===== config.mk =====
export PLATFORM = sky130hd
export DESIGN_NAME = upc_scan_ctrl
export DESIGN_NICKNAME = d
export VERILOG_FILES = /design/src/rtl/upc_scan_ctrl.sv
export SDC_FILE = /design/constraint.sdc
export NUM_CORES = 1
export LEC_CHECK = 0
export ABC_CLOCK_PERIOD_IN_PS = 2200
export CAP_MARGIN = 20
export CORE_UTILIZATION = 42
export DETAILED_ROUTE_END_ITERATION = 10
export SLEW_MARGIN = 5
export SYNTH_ARGS = -nofsm -noshare
export SYNTH_HDL_FRONTEND = slang
export SYNTH_SLANG_ARGS = --single-unit

===== constraint.sdc =====
create_clock -name clk -period 2.2 [get_ports clk]
set_input_delay 0.44 -clock clk [delete_from_list [all_inputs] [get_ports clk]]
set_output_delay 0.44 -clock clk [all_outputs]
set_load 0.02 [all_outputs]

===== src/rtl/upc_scan_ctrl.sv =====
// Scan/browse sequencer for the item-name display: synchronises raw inputs,
// validates scanned UPCs, times SHOW/ERR holds and steps the auto-browse catalogue.
module upc_scan_ctrl #(
  parameter int unsigned HOLD_CYCLES = 50_000_000
) (
  input  logic       clk,
  input  logic       reset_n,
  input  logic [2:0] sw_upc,
  input  logic       key_scan_n,
  input  logic       browse,
  output logic [2:0] upc_out,
  output logic       show,
  output logic       err,
  output logic [7:0] scan_count,
  output logic       busy
);

  localparam int unsigned TW = (HOLD_CYCLES > 1) ? $clog2(HOLD_CYCLES) : 1;
  localparam logic [TW-1:0] LAST = TW'(HOLD_CYCLES - 1);

  typedef enum logic [1:0] {IDLE, SHOW, ERR, BROWSE} state_t;

  state_t        state_q, state_d;
  logic [TW-1:0] timer_q, timer_d;
  logic [2:0]    upc_d;
  logic [7:0]    cnt_d;
  logic [2:0]    sw_s1, sw_s2;
  logic          key_s1, key_s2, key_s3;
  logic          brw_s1, brw_s2;
  logic          scan;

  function automatic logic upc_valid(input logic [2:0] c);
    return !(c == 3'b010 || c == 3'b111);
  endfunction

  // Catalogue order used by auto-browse; skips the two invalid codes.
  function automatic logic [2:0] upc_next(input logic [2:0] c);
    logic [2:0] n;
    case (c)
      3'b000:  n = 3'b001;
      3'b001:  n = 3'b011;
      3'b011:  n = 3'b100;
      3'b100:  n = 3'b101;
      3'b101:  n = 3'b110;
      default: n = 3'b000;
    endcase
    return n;
  endfunction

  assign scan = key_s3 & ~key_s2;

  always_comb begin
    state_d = state_q;
    upc_d   = upc_out;
    cnt_d   = scan_count;
    timer_d = timer_q;
    if (scan) begin
      timer_d = '0;
      if (upc_valid(sw_s2)) begin
        state_d = SHOW;
        upc_d   = sw_s2;
        cnt_d   = (scan_count == 8'hFF) ? scan_count : scan_count + 8'd1;
      end else begin
        state_d = ERR;
      end
    end else begin
      case (state_q)
        IDLE: begin
          timer_d = '0;
          if (brw_s2) begin
            state_d = BROWSE;
            upc_d   = 3'b000;
          end
        end
        SHOW, ERR: begin
          if (timer_q == LAST) begin
            state_d = IDLE;
            timer_d = '0;
          end else begin
            timer_d = timer_q + TW'(1);
          end
        end
        BROWSE: begin
          if (!brw_s2) begin
            state_d = IDLE;
            timer_d = '0;
          end else if (timer_q == LAST) begin
            upc_d   = upc_next(upc_out);
            timer_d = '0;
          end else begin
            timer_d = timer_q + TW'(1);
          end
        end
        default: begin
          state_d = IDLE;
          timer_d = '0;
        end
      endcase
    end
  end

  // Display flags are registered from the next state so they track state_q exactly.
  always_ff @(posedge clk or negedge reset_n) begin
    if (!reset_n) begin
      state_q    <= IDLE;
      timer_q    <= '0;
      upc_out    <= 3'b000;
      scan_count <= 8'd0;
      show       <= 1'b0;
      err        <= 1'b0;
      busy       <= 1'b0;
      sw_s1      <= 3'b000;
      sw_s2      <= 3'b000;
      key_s1     <= 1'b1;
      key_s2     <= 1'b1;
      key_s3     <= 1'b1;
      brw_s1     <= 1'b0;
      brw_s2     <= 1'b0;
    end else begin
      state_q    <= state_d;
      timer_q    <= timer_d;
      upc_out    <= upc_d;
      scan_count <= cnt_d;
      show       <= (state_d == SHOW) || (state_d == BROWSE);
      err        <= (state_d == ERR);
      busy       <= (state_d != IDLE);
      sw_s1      <= sw_upc;
      sw_s2      <= sw_s1;
      key_s1     <= key_scan_n;
      key_s2     <= key_s1;
      key_s3     <= key_s2;
      brw_s1     <= browse;
      brw_s2     <= brw_s1;
    end
  end

endmodule


* After elaboration in Yosys (flattened, before gate mapping) *
Cells that the tools add are included.

storage, ports and cells
  logic and storage cells = 64
  input bits = 7
  output and inout bits = 14
  bits in registers = 53

cells by class
  muxes and demuxes = 17
  add/subtract/negate cells = 2
  reductions and logical operators = 9
  equality and inequality tests = 18
  bitwise operators = 4

operators with widths
  operator                 number
  $mux W26                 3
  $pmux W26 S3             1
  $add A26 B1 Y26 const B  1
  $eq A26 B26 Y1 const B   1
  $mux W3                  5
  $pmux W3 S5              1
  $mux W2                  5
  $eq A3 B3 Y1 const B     3
  $ne A3 B3 Y1 const B     3
  $add A8 B1 Y8 const B    1
  $eq A2 B2 Y1 const B     4
  $eq A8 B8 Y1 const B     1
  $eq A3 B2 Y1 const B     2
  $pmux W2 S3              1
  $pmux W3 S2              1
  $reduce_and A5 Y1        1
  $eq A2 B1 Y1 const B     2
  $eq A3 B1 Y1 const B     1
  $logic_not A3 Y1         1
  $not A1 Y1               3
  $reduce_and A3 Y1        1
  $reduce_bool A3 Y1       1
  $logic_not A2 Y1         1
  $logic_or A1 B1 Y1       2
  4 further kinds          4

* Longest topological paths before layout *
  word-level depth = 6
  gate-level depth with buffers = 8
  gate-level depth less buffers = 6

* Worst setup path before layout *
No wires, ideal clock.

  path kind = register -> register
  start = register timer_q[0]
  end = register timer_q[17]
  buffers on the path = 2
  data required time = 2.132 ns
  cell stages (with the launch flop) = 9
  path slack = 0.216 ns
  period minus slack after synthesis = 1.984 ns
  arrival = 1.916 ns
  library setup time = 0.068 ns
  path through = dfrtp_1 ha_1 nand4_1 nor2_1 and4b_1 or4_4 buf_6 buf_12 nor2_4

between the ends
  cells in the longest elaborated chain, start to end = 5
  elaborated cells between the ends (all ways) = 6
  classes of those cells = 1 x add/sub; 1 x eq/ne; 4 x mux

ends and longest elaborated chain
  what                                                      line    RTL
  start, declared                                           24      logic [TW-1:0] timer_q, timer_d;
  start signal, assigned                                    121     timer_q <= timer_d;
  $add A26 B1 Y26 / $eq A26 B26 Y1 (equally long branches)  -
  $mux W26 (*)                                              76, 87
  $mux W26                                                  84      if (!brw_s2) begin
  $pmux W26 S3 (*)                                          67      case (state_q)
  $mux W26 (*)                                              57      if (scan) begin
  named net timer_d[17]                                     24

Mark *: on every way through the listed nets, which the timed path passes. The rest lies on a longest branch.
A chain may end at the register's enable or synchronous reset.

* Final worst setup path *
  start = register timer_q[0]
  end = register timer_q[4]

Same word-level chain as after synthesis.

==> impl_results.md <==
* Global route total overflow at 0
* Die width at 79.59 µm
* Setup tns final at 0 ps
* Top cell type's share of synthesized area at 0.4849
* P_int at 1.813 mW
* Die Y at 79.59 µm
* Post-DRT Antenna Nets at 0
* Clk pwr share at 0.236
* RSZ-0062 raised after global routing: yes
* Total GRT Usage at 0.1690
* CTS Root Cell: clkbuf_8
* Crit path max-delay cell type: or4_4
* Combinational power share at 0.330
* Post-route insts no fill at 338
* Post-Syn Area at 0.002529 mm²
* Top post-synthesis cells by count: dfrtp_1 (49), nor2_1 (23), nand3_1 (18)
* Crit-path cells: ha_1, nand4_1, nor2_1, and4b_1, or4_4, nor2_1
* Layout fillers at 519
* Initial antenna violation count at 0
* 1st-iter DRT viols at 66
* Hold_buf cts at 0
* Largest net degree at the start of global routing at 53
* Syn Area/Cell at 10.76 µm²
* Cell leakage power at 1.204 nW
* Largest family of logic cells by synthesized area: simple AND/OR/NAND/NOR gates
* Slowest stage delay, CP at 650 ps
* Number of enable flip-flop cells after synthesis at 0
* Reg power frac at 0.434
* Worst path required time at 2430 ps
* Reg clk slew, reported paths at 100 ps
* Number of core rows at 27
* Crit path kind: flop to flop
* Synthesized flop and latch total at 52
* Total power at 2.822 mW
* Syn Nets at 246
* Switching share of power at 0.3575
* Simple-gate area share of the yosys netlist at 0.2568
* H-tree levels at 2
* Final Cell Area at 0.002954 mm²
* Compound-Gate Fraction of Synth Area at 0.05096
* Number of remaining DRC errors at 0
* Number of global-route vias before repair at 1711
* Peak supply drop at 0.6527 mV
* Max Cap Viol at 0
* Final net count at 276
* Most common cell on crit path: nor2_1
* XOR/XNOR share of the synthesized area at 0.1074
* F_max at 0.4834 GHz
* Number of buffers created by CTS at 5
* Post-layout util at 0.5236
* Worst Setup End Kind: flop
* Yosys top cell by area: dfrtp_1
* Vias per std cell at 5.243
* Worst Path Arrival at 2300 ps
* Hpwl dp at 3181 µm
* Clock Latency Late Sink at 300 ps
* Ant diodes at 0
* Clock buffer depth at 2
* YS warnings at 0
* Setup crit start: timer_q[0]
* Slew Viols, Final at 0
* # clock sinks at 52
* First-pass GRT wire length at 8293 µm
* Synth async-reset ratio at 1.000
* Fin. Hold Viols at 0
* TritonCTS clock tree: yes
* Worst Tran Pin Value at 643.7 ps
* Startpoint types: flop
* IO Pins at 21
* Fraction of layout cells with a size suffix above 1 at 0.1504
* Skew final at 9.528 ps
* Yosys cell types at 48
* Worst Hold Class: primary input to asynchronous set/reset pin
* Post-synthesis sequential area ratio at 0.5161
* Core Area at 0.005642 mm²
* Post-Synthesis Cells at 235
* Placed cells at 330
* Cell Area, Placed at 0.002823 mm²
* Headroom to the max-slew limit at 0.5708
* Crit path time final at 2068 ps
* Most frequent cell after synthesis: dfrtp_1
* Crit path max fanout at 26
* Initial cell density of the core at 0.4482
* Primary FF master, synth: dfrtp_1
* Net Sw Power at 1.009 mW
* Setup Buffers After CTS at 0
* Area Growth Syn to Fin at 16.82%
* Wire length per cell at 13.91 µm
* Setup violations, final at 0
* Multiplexer area fraction after synthesis at 0.01682
* Adder-Cell Fraction of Synth Area at 0.01979
* Drt first pass iters at 6
* Gpl congestion at 0.8007
* # resized after CTS at 0
* Crit share post-route at 0.9402
* Status: finished clean
* Drt total wl at 4702 µm
* Area of the die at 0.006335 mm²
* Routed vias at 1772
* P per Cell Area at 955.3 mW/mm²
* Synth top area cells: dfrtp_1 (48%), xor2_1 (5.9%), xnor2_1 (4.8%)
* Worst flop-to-flop path startpoint: timer_q[0]
* I/O Buffers at 20
-- per-layer routing --
metal | track usage | part of all wire | vias up
met5 | 0 | 0 | -
met1 | 0.2375 | 0.50 | 872
met2 | 0.2598 | 0.47 | 15
met4 | 0.04909 | 0.012 | 0
li1 | - | - | 879
met3 | 0.03771 | 0.021 | 6
-- per-stage QoR --
stage	setup WS (ps)	hold slack (ps)
2_1_floorplan	216.1	144.4
3_3_place_gp	134.8	332.8
3_5_place_dp	95.96	334.7
4_1_cts	81.07	259.1
5_1_grt	-5.766	283.9
6_report	131.5	241.0
-- worst paths after layout --
path / endpoint / slack, ps / cells after the start
max reg2reg: timer_q[4] / 130 / 6
min: state_q[1] / 240 / 2
min in group clk: sw_s2[0] / 360 / 0
max in group asynchronous: timer_q[18] / 1530 / 2
min reg2reg: sw_s2[0] / 360 / 0
max: timer_q[4] / 130 / 6
-- cell type report --
| cell class | instances | area [µm²] | area share |
|---|---|---|---|
| sequential | 52 | 1305 | 0.4418 |
| tap | 72 | 90.09 | 0.03050 |
| clock inverter | 2 | 38.79 | 0.01313 |
| inverter | 8 | 30.03 | 0.01017 |
| multi-input combinational | 170 | 1162 | 0.3935 |
| timing repair buffer | 28 | 255.2 | 0.08640 |
| clock buffer | 6 | 72.57 | 0.02457 |
-- worst max-delay path: cells and delay by family (launching register included) --
family	cells	cell delay, ps
fa+ha+maj	1	260
flops	1	430
simple gates	5	1280
-- registers in the layout, indices dropped and copies added, names as in the netlist --
register and cells:
sw_s1 3, scan_count 8, key_s2 1, brw_s2 1, state_q 1, upc_out 3
err 1, busy 1, timer_q 26, brw_s1 1, key_s1 1, sw_s2 3
show 1, key_s3 1
-- cells in the final DEF (no fill, tap or decap), drive strengths merged, types with 3 or more instances in the layout --
| cell | synthesis | final |
|---|---|---|
| nor3 | 6 | 6 |
| inv | 8 | 9 |
| and3 | 8 | 8 |
| xnor2 | 14 | 14 |
| o21ai | 5 | 5 |
| dfstp | 3 | 3 |
| xor2 | 17 | 17 |
| nand2 | 17 | 17 |
| nand3 | 18 | 18 |
| a21oi | 5 | 5 |
| clkbuf | 1 | 6 |
| nand4 | 9 | 9 |
| nor2 | 33 | 33 |
| nor4 | 6 | 6 |
| clkdlybuf4s50 | 0 | 19 |
| buf | 4 | 9 |
| dfrtp | 49 | 49 |
| ha | 4 | 4 |
-- power groups by stage --
stage	logic [mW]	registers [mW]	clock network [mW]
floorplan	0.597	1.34	0
global route	1.02	1.25	0.724
CTS	0.927	1.23	0.689
detailed placement	0.923	1.24	0
global placement	0.925	1.24	0
finish	0.931	1.23	0.665
-- cell families after synthesis --
logic type	after synthesis
AO/OA/AOI/OAI	19
XOR/XNOR	31
adder cells (fa/ha/maj)	4
buffers and inverters	13
flip-flops	52
multiplexers	4
AND/OR/NAND/NOR	112
No activity file was read; power rests on OpenSTA's default activity.
